<file path="src/rtl/cicero_reg_arbiter.sv">
// rtl/cicero_reg_arbiter.sv - two-port round-robin arbiter and command sequencer for the AXI_top register interface
module cicero_reg_arbiter #(
   parameter int REG_WIDTH = 32,
   parameter int CMD_NOP   = 0,
   parameter int CMD_WRITE = 1,
   parameter int CMD_READ  = 2,
   parameter int RSP_LAT   = 2
) (
   input  logic                   clk,
   input  logic                   rst,
   input  logic [1:0]             req_valid,
   output logic [1:0]             req_ready,
   input  logic [1:0]             req_we,
   input  logic [2*REG_WIDTH-1:0] req_addr,
   input  logic [2*REG_WIDTH-1:0] req_wdata,
   output logic                   rsp_valid,
   input  logic                   rsp_ready,
   output logic                   rsp_id,
   output logic [REG_WIDTH-1:0]   rsp_rdata,
   output logic                   busy,
   output logic [REG_WIDTH-1:0]   address_register,
   output logic [REG_WIDTH-1:0]   data_in_register,
   output logic [REG_WIDTH-1:0]   cmd_register,
   input  logic [REG_WIDTH-1:0]   data_o_register
);

   localparam int CNT_W = (RSP_LAT > 1) ? $clog2(RSP_LAT) : 1;

   typedef enum logic [2:0] {
      S_IDLE,
      S_SETUP,
      S_ISSUE,
      S_WAIT,
      S_RESP
   } state_t;

   state_t               r_state;
   state_t               w_next;
   logic                 w_grant;
   logic                 w_accept;
   logic                 r_last_grant;
   logic                 r_we;
   logic                 r_id;
   logic [REG_WIDTH-1:0] r_addr;
   logic [REG_WIDTH-1:0] r_wdata;
   logic [CNT_W-1:0]     r_cnt;

   always_comb begin
      w_next    = r_state;
      w_grant   = 1'b0;
      w_accept  = 1'b0;
      req_ready = 2'b00;
      case (r_state)
         S_IDLE: begin
            // On contention the requester that did not win last time is served.
            w_grant = (req_valid == 2'b11) ? ~r_last_grant : req_valid[1];
            if (req_valid != 2'b00 && !rst) begin
               req_ready[w_grant] = 1'b1;
               w_accept           = 1'b1;
               w_next             = S_SETUP;
            end
         end
         S_SETUP: w_next = S_ISSUE;
         S_ISSUE: w_next = S_WAIT;
         S_WAIT:  if (r_cnt == '0) w_next = S_RESP;
         S_RESP:  if (rsp_ready) w_next = S_IDLE;
         default: w_next = S_IDLE;
      endcase
   end

   assign busy = (r_state != S_IDLE);

   always_ff @(posedge clk) begin
      if (rst) begin
         r_state          <= S_IDLE;
         r_last_grant     <= 1'b1;
         r_we             <= 1'b0;
         r_id             <= 1'b0;
         r_addr           <= '0;
         r_wdata          <= '0;
         r_cnt            <= '0;
         rsp_valid        <= 1'b0;
         rsp_id           <= 1'b0;
         rsp_rdata        <= '0;
         address_register <= '0;
         data_in_register <= '0;
         cmd_register     <= REG_WIDTH'(CMD_NOP);
      end else begin
         r_state <= w_next;
         case (r_state)
            S_IDLE: begin
               if (w_accept) begin
                  r_we         <= req_we[w_grant];
                  r_addr       <= w_grant ? req_addr[2*REG_WIDTH-1:REG_WIDTH]  : req_addr[REG_WIDTH-1:0];
                  r_wdata      <= w_grant ? req_wdata[2*REG_WIDTH-1:REG_WIDTH] : req_wdata[REG_WIDTH-1:0];
                  r_id         <= w_grant;
                  r_last_grant <= w_grant;
               end
            end
            S_SETUP: begin
               address_register <= r_addr;
               data_in_register <= r_wdata;
            end
            S_ISSUE: begin
               cmd_register <= r_we ? REG_WIDTH'(CMD_WRITE) : REG_WIDTH'(CMD_READ);
               r_cnt        <= CNT_W'(RSP_LAT - 1);
            end
            S_WAIT: begin
               // Counter hits zero on the edge RSP_LAT edges after the command edge.
               cmd_register <= REG_WIDTH'(CMD_NOP);
               if (r_cnt == '0) begin
                  rsp_valid <= 1'b1;
                  rsp_id    <= r_id;
                  rsp_rdata <= r_we ? '0 : data_o_register;
               end else begin
                  r_cnt <= r_cnt - 1'b1;
               end
            end
            S_RESP: begin
               if (rsp_ready) rsp_valid <= 1'b0;
            end
            default: ;
         endcase
      end
   end

endmodule

</file>
<file path="config.mk">
export PLATFORM = sky130hd
export DESIGN_NAME = cicero_reg_arbiter
export DESIGN_NICKNAME = d
export VERILOG_FILES = /design/src/rtl/cicero_reg_arbiter.sv
export SDC_FILE = /design/constraint.sdc
export NUM_CORES = 1
export LEC_CHECK = 0
export CELL_PAD_IN_SITES_DETAIL_PLACEMENT = 1
export CELL_PAD_IN_SITES_GLOBAL_PLACEMENT = 1
export CORE_UTILIZATION = 34
export CTS_BUF_LIST = sky130_fd_sc_hd__clkbuf_4 sky130_fd_sc_hd__clkbuf_8
export DETAILED_ROUTE_END_ITERATION = 8
export GPL_TIMING_DRIVEN = 0
export PLACE_DENSITY = 0.95
export SLEW_MARGIN = 40
export SYNTH_ARGS = -nofsm -noshare
export SYNTH_HDL_FRONTEND = slang
export SYNTH_SLANG_ARGS = --single-unit
export TNS_END_PERCENT = 50
</file>
<file path="constraint.sdc">
create_clock -name clk -period 2.5 [get_ports clk]
set_clock_uncertainty 0.05 [all_clocks]
set_input_delay 0.5 -clock clk [delete_from_list [all_inputs] [get_ports clk]]
set_output_delay 0.5 -clock clk [all_outputs]
set_load 0.02 [all_outputs]
</file>
== Yosys cells after proc, flatten, opt, wreduce, memory -nomap -nowiden ==
Cells that the tools add are included.

* Bits in registers: 201
* Input bits: 167
* Output and inout bits: 133
* Word-level logic and storage cells: 63

* Add/subtract/negate cells: 1
* $lt $le $gt $ge: 3
* Eq/ne operators: 8
* Muxes and demuxes: 24
* Bitwise logic cells: 2
* Reduce and logical (&&, ||, !) cells: 12

{| class="wikitable"
|+ Operators by type and width
! kind !! number
|-
| $mux 32 || 3
|-
| $pmux 32 s2 || 1
|-
| $pmux 3 s5 || 1
|-
| $mux 1 || 10
|-
| $mux 3 || 3
|-
| $eq 3x2->1 const B || 2
|-
| $mux 2 || 3
|-
| $ne 2x2->1 const B || 3
|-
| $reduce_and 3->1 || 2
|-
| $reduce_bool 2->1 || 3
|-
| $lt 1x2->1 const B || 2
|-
| $pmux 1 s2 || 2
|-
| $reduce_and 2->1 || 2
|-
| $eq 3x1->1 const B || 1
|-
| $eq 3x3->1 const B || 1
|-
| $logic_not 3->1 || 1
|-
| $reduce_bool 3->1 || 1
|-
| $eq 2x2->1 const B || 1
|-
| $logic_and 1x1->1 || 2
|-
| $not 1->1 || 2
|-
| $demux 1 s1 || 1
|-
| $ge 1x1->1 const B || 1
|-
| $logic_not 1->1 || 1
|-
| $sub 1x1->1 const B || 1
|}

== Logic depth before layout (Yosys ltp) ==
Gate-level depths: netlist of run 1.

* Depth in word-level cells: 8
* Depth in mapped cells: 7
* Gate-level depth less buffers: 4

== Worst setup path before layout of run 1 ==
No wires, ideal clock.

* Path kind: in2out
* Start point: in rst
* End point: out req_ready[0]
* Arrival time: 1271 ps
* Path slack: 679 ps
* Stages: 4
* Path buffers: 1
* Cell sequence: o21ba_2 -> buf_2 -> nand2_1 -> nor2_1

* Word-level cells in the longest chain between the ends: 4

{| class="wikitable"
|+ RTL lines
! what !! RTL line !! RTL
|-
| start: declaration || 10 || <nowiki>input logic rst,</nowiki>
|-
| $logic_not 1->1 || 57 || <nowiki>if (req_valid != 2'b00 && !rst) begin</nowiki>
|-
| $logic_and 1x1->1 || 57 ||
|-
| $mux 2 || 57 ||
|-
| $mux 2 || 53 || <nowiki>case (r_state)</nowiki>
|-
| end: declaration || 12 || <nowiki>output logic [1:0] req_ready,</nowiki>
|}

Every way passes these cells.

== Worst setup path after layout of run 1 ==
Same ends and word-level chain as after synthesis.

==> summary.md, run 1 <==
| Metric | Value |
|---|---|
| Chip width | 148 µm |
| # nets final | 1,373 |
| Synthesized area | ~7300 µm² |
| # setup viols final | 0 |
| Vias in the first global route | 7,952 |
| Worst r2r path cells | 8 |
| Worst Hold Class | reg -> reg |
| Post-Syn Area per Cell | around 8.2 µm² |
| RSZ-0062 raised after global routing | no |
| Max Freq | 414 MHz |
| Area contributors post-synth | dfxtp_1 47%, a21oi_1 11%, nand2_1 8.4% |
| Largest area contributor in the netlist | dfxtp_1 |
| Final GP Congestion | 0.893 |
| Fill count | 2,591 |
| Reg-to-reg startpoint | r_state[1]$_SDFFE_PP0P_ |
| ANT nets after route | 0 |
| CTS max path bufs | 2 |
| Max-Slew Margin vs Limit | 0.555 |
| Status | completed |
| EDFF count, synth | 0 |
| DIE AREA | 22,000 µm² |
| Critical path origin | rst |
| Crit path DAT | 1870 ps |
| Post-route DRC | 0 |
| Root Buffer | clkbuf_8 |
| Layout cell share with drive strength beyond 1 | 0.103 |
| CTS sink count | 171 |
| Min Clock Period, post-route | 2420 ps |
| Most frequent cells after synthesis | 171 x dfxtp_1, 163 x a21oi_1, 163 x nand2_1, 67 x inv_1 |
| PwrDens | 618 nW/µm² |
| Antenna diode count | 0 |
| Pin count of the biggest net entering global routing | 17 |
| WP data required | 1950 ps |
| Drt initial violations | between 200 and 300 |
| # hold bufs at CTS | 0 |
| Finished Core Util | 0.518 |
| Async set or reset register ratio after synthesis | 0 |
| CP Max Fanout | 10 |
| Most common cell in the netlist | dfxtp_1 |
| #FFs+latches synth | approximately 170 |
| Initial Util | 0.347 |
| DRT Pass-1 Iters | 5 |
| Hold Fails Final Rpt | 0 |
| Core area | 21,000 µm² |
| Global route overflow | 0 |
| Post-synthesis cell type count | 35 |
| Synth top area share | 0.471 |
| Final worst-path cycle share | 0.967 |
| Synth Flop Type | dfxtp_1 |
| Drt wl/cell | 18.4 µm |
| Reg2Reg Setup Slack | around 530 ps |
| Clk slew on worst S/H paths | 90 ps |
| Peak supply drop | 0.297 mV |
| Total power | 6710 µW |
| HP Start | address_register[30]$_SDFFE_PP0P_ |
| Synthesis-to-layout area growth | 49.5% |
| Number of port buffers | 269 |
| Syn. warnings | 0 |
| HPWL after DPL | 20.6 mm |
| Critical path class | in -> out |
| Hold Path Cell Cnt | 2 |
| CTS tree | built |
| Worst slew pin tran | around 670 ps |
| Vias per cell | 5.11 |
| Antenna violations before repair | 0 |
| Syn Inst Count | 882 |
| Boundary pin count | 300 |
| Max_cap viols | 0 |
| Post-synthesis sequential area ratio | 0.471 |
| Num rows | 53 |
| Final Max Slew Viols | 0 |
| LEAKAGE | 0.00383 µW |
| Via count | 7,640 |
| H-tree levels | 4 |
| Routed WL | 27.5 mm |
| Worst skew pair latency | 450 ps |
| Critical path launch point type | primary input |
| CP Capture Type | primary output |
| GRT Overall Usage | 0.248 |
| Die span in y | 148 µm |
| First-pass GRT wire length | 42.3 mm |
| Num CTS Buffers | 17 |
==> layout make-up <==
| class | instances | area, µm² | area share |
|---|---|---|---|
| clock inverter | 12 | 113 | 0.0104 |
| multi-input combinational | 553 | 3020 | 0.278 |
| tap | 275 | 344 | 0.0317 |
| sequential | 171 | 3420 | 0.315 |
| buffer | 119 | 708 | 0.0652 |
| clock buffer | 20 | 269 | 0.0248 |
| timing repair buffer | 276 | 2730 | 0.251 |
| inverter | 68 | 255 | 0.0235 |
==> cells in the final DEF (no fill, tap or decap), drive strengths merged, types with 2 or more instances in the layout <==
master	netlist	final
nand3	33	33
o211ai	65	65
nand2	163	163
inv	68	71
clkdlybuf4s50	0	264
clkbuf	42	64
clkinv	0	6
a21oi	163	163
dlygate4sd2	0	2
nor3	5	5
nor2	8	8
clkinvlp	0	2
buf	77	85
conb	1	30
dfxtp	171	171
a211oi	2	2
mux2i	2	2
o32ai	65	65
nor2b	2	2
==> stage by stage <==
step	worst slack (ps)	hold slack [ps]	instance area (µm²)	std cells	setup TNS, ps
finish	82.4	408	10900	1494	0
global route	6.28	422	10900	1494	0
CTS	-37.9	410	10800	1489	-37.9
detailed placement	-930	397	10400	1455	-13590
global placement	-931	387	10400	1455	-9420
floorplan	679	378	7380	911	0
==> power by group <==
part | internal, µW | leakage [µW] | total, µW | switching [µW]
logic | 753 | 0.00224 | 1690 | 941
clock network | 862 | 0.000193 | 1940 | 1080
registers | 2940 | 0.00139 | 3070 | 127
total | 4560 | 0.00383 | 6710 | 2150
==> sequential cells by signal, indices dropped and copies added (netlist names), 2 cells and up <==
register          cells
rsp_rdata            32
cmd_register          2
address_register     32
r_state               3
data_in_register     32
r_wdata              32
r_addr               32
==> final timing paths <==
kind,endpoint
worst min register to register,address_register[30]$_SDFFE_PP0P_
worst max register to register,r_addr[17]$_SDFFE_PP0P_
worst min-delay path,address_register[30]$_SDFFE_PP0P_
worst max-delay path,req_ready[0]
==> critical path, stage by stage <==
cell             delay [ps]
clkdlybuf4s50_1         410
o21ba_2                 300
buf_4                   240
nand2_1                 130
nor2_1                  100
buf_2                   190
==> cells by family (layout without fill, tap and decap cells) <==
family	count (synthesis)	after routing	share of synthesized area
flip-flops	171	171	0.471
other	1	30	0.000516
AO/OA/AOI/OAI	304	304	0.270
multiplexers	2	2	0.00275
buffers and inverters	187	495	0.131
AND/OR/NAND/NOR	217	217	0.125
==> routing by layer <==
layer / share of wire / GRT usage / routed length [µm]
met5: 0 / 0 / 0
met4: 0.029 / 0.109 / 791
met3: 0.044 / 0.0429 / 1220
met2: 0.52 / 0.452 / 14300
met1: 0.41 / 0.281 / 11300
==> repair_timing <==
action | CTS | global route
gates resized for setup | 20 | 6
pin swaps | 1 | 1
buffers inserted | 2 | 4
setup endpoints to repair | 3 | 3
gates cloned | 0 | 1
hold endpoints to repair | 0 | 0
Power figures use the tool's default switching activity.
==> inputs of run 2 (changes only) <==
Settings changed: PLACE_DENSITY 0.95 to 0.9.
==> summary.md, run 2 (same netlist as run 1, synthesis figures left out) <==
| Metric | Value |
|---|---|
| Vias in the first global route | 7,857 |
| Crit-path leading delay family | buffers and inverters |
| CP Max Fanout | 10 |
| DRT Pass-1 Iters | 5 |
| Global route overflow | 0 |
| HP Start | r_addr[22]$_SDFFE_PP0P_ |
| CTS max path bufs | 2 |
| Drt wl/cell | 18.2 µm |
| HPWL after DPL | 20.4 mm |
| Number of port buffers | 269 |
| Max_cap viols | 0 |
| Critical path launch point type | primary input |
| LEAKAGE | 0.00382 µW |
| Final Max Slew Viols | 0 |
| Final setup TNS | 0 ps |
| CP Capture Type | primary output |
| Root Buffer | clkbuf_8 |
| # placed instances | approximately 1,500 |
| Clk slew on worst S/H paths | 100 ps |
| Crit path DAT | 1870 ps |
| # setup viols final | 0 |
| Synthesis-to-layout area growth | 49.3% |
| Routed length on met1 | 11.3 mm |
| Commonest cells after routing, fill and taps aside | 264 x clkdlybuf4s50_1, 171 x dfxtp_1, 163 x nand2_1, 163 x a21oi_1, 67 x inv_1 |
| Min Clock Period, post-route | 2420 ps |
| Met3 wire length | 1.32 mm |
| Layout cell share with drive strength beyond 1 | 0.0987 |
| RSZ-0062 raised after global routing | no |
| ANT nets after route | 0 |
| CP bufs+invs | 4 |
| CP max stage delay | 360 ps |
| Max Freq | between 400 and 500 MHz |
| Fin cells | 1,492 |
| CTS sink count | 171 |
| Chip width | around 150 µm |
| Hold Fails Final Rpt | 0 |
| First-pass GRT wire length | 42.1 mm |
| Max-Slew Margin vs Limit | 0.492 |
| # nets final | around 1,400 |
| Commonest non-fill, non-tap cell in the layout | clkdlybuf4s50_1 |
| Routed WL | around 27 mm |
| Pin count of the biggest net entering global routing | 17 |
| Total power | 6720 µW |
| Final WS setup | 78.0 ps |
| Initial Util | 0.347 |
| Cells along the critical path | dlygate4sd2_1 -> a21boi_4 -> buf_4 -> nand3_1 -> inv_1 -> buf_2 |
| WHS Endpoint | address_register[22]$_SDFFE_PP0P_ |
| Max layer used | met4 |
| Num rows | 53 |
| WP data required | 1950 ps |
| Boundary pin count | 300 |
| Finished Core Util | 0.518 |
| Final worst-path cycle share | 0.969 |
| Die span in y | ~150 µm |
| Worst r2r path cells | 8 |
| CTS tree | built |
| Antenna violations before repair | 1 |
| Post-route DRC | 0 |
| Slowest cell on crit path | dlygate4sd2_1 |
| Worst skew pair latency | 460 ps |
| Core area | 21,000 µm² |
| Reg2reg end | r_wdata[13]$_SDFFE_PP0P_ |
| Vias per cell | 5.07 |
| Dpl ws | -1010 ps |
| Status | completed |
| Hold Path Cell Cnt | 2 |
| H-tree levels | 4 |
| Routed met2 length | 13.6 mm |
| Peak supply drop | 0.260 mV |
| Worst slew pin tran | 762 ps |
| Final GP Congestion | approximately 0.84 |
| Critical path class | in -> out |
| DIE AREA | between 20,000 and 25,000 µm² |
| Num CTS Buffers | 17 |
| Via count | 7,559 |
| Reg-to-reg startpoint | r_state[1]$_SDFFE_PP0P_ |
| Reg2Reg Setup Slack | 570 ps |
| PwrDens | 619 nW/µm² |
| GRT Overall Usage | 0.247 |
| Worst Hold Class | reg -> reg |
| Drt initial violations | slightly below 300 |
## run 2: worst min-delay path: cells and delay by family (launching register included)
kind	cells	cell delay (ps)
and+or+nand+nor	1	50
AOI/OAI and AO/OA	1	50
DFF	1	320
## run 2: how the worst max path moves through the flow
stage	from	to	slack [ps]	cells past startpoint
3_3_place_gp	req_valid[1]	req_ready[1]	-1040	6
6_report	req_valid[0]	req_ready[1]	80	6
4_1_cts	r_state[1]$_SDFFE_PP0P_	req_ready[1]	40	6
5_1_grt	req_valid[0]	req_ready[1]	40	6
3_5_place_dp	req_valid[1]	req_ready[1]	-1010	6
2_1_floorplan	rst	req_ready[0]	680	4
## run 2: metrics by stage
| step | area, µm² | hold WS (ps) |
|---|---|---|
| 6_report | 10800 | 398 |
| 5_1_grt | 10800 | 418 |
| 4_1_cts | 10800 | 400 |
| 3_5_place_dp | 10400 | 394 |
| 3_3_place_gp | 10400 | 386 |
| 2_1_floorplan | 7380 | 378 |
## run 2: where the power goes
part	internal, µW	leakage [µW]	switching [µW]
sequential	2940	0.00139	125
clock	864	0.000193	1120
combinational	743	0.00223	923
## run 2: layout make-up
class,count,area [µm²]
Antenna cell,1,2.50
Sequential cell,171,3420
Clock inverter,13,133
Tap cell,275,344
Fill cell,2568,10100
Multi-Input combinational cell,553,3010
Clock buffer,19,262
Buffer,119,708
Inverter,68,255
Timing Repair Buffer,273,2710
## run 2: metal layers
| metal | vias to the layer above | track usage |
|---|---|---|
| li1 | 3663 | - |
| met5 | - | 0 |
| met1 | 3594 | 0.290 |
| met2 | 246 | 0.438 |
| met4 | 0 | 0.115 |
| met3 | 56 | 0.0390 |
## run 2: what timing repair did
item / in CTS / in global routing
endpoints found under the hold margin: 0 / 0
pin swaps: 1 / 0
hold buffers: 0 / 0
endpoints found under the setup margin: 3 / 1
setup buffers: 1 / 3
resized for setup: 20 / 1
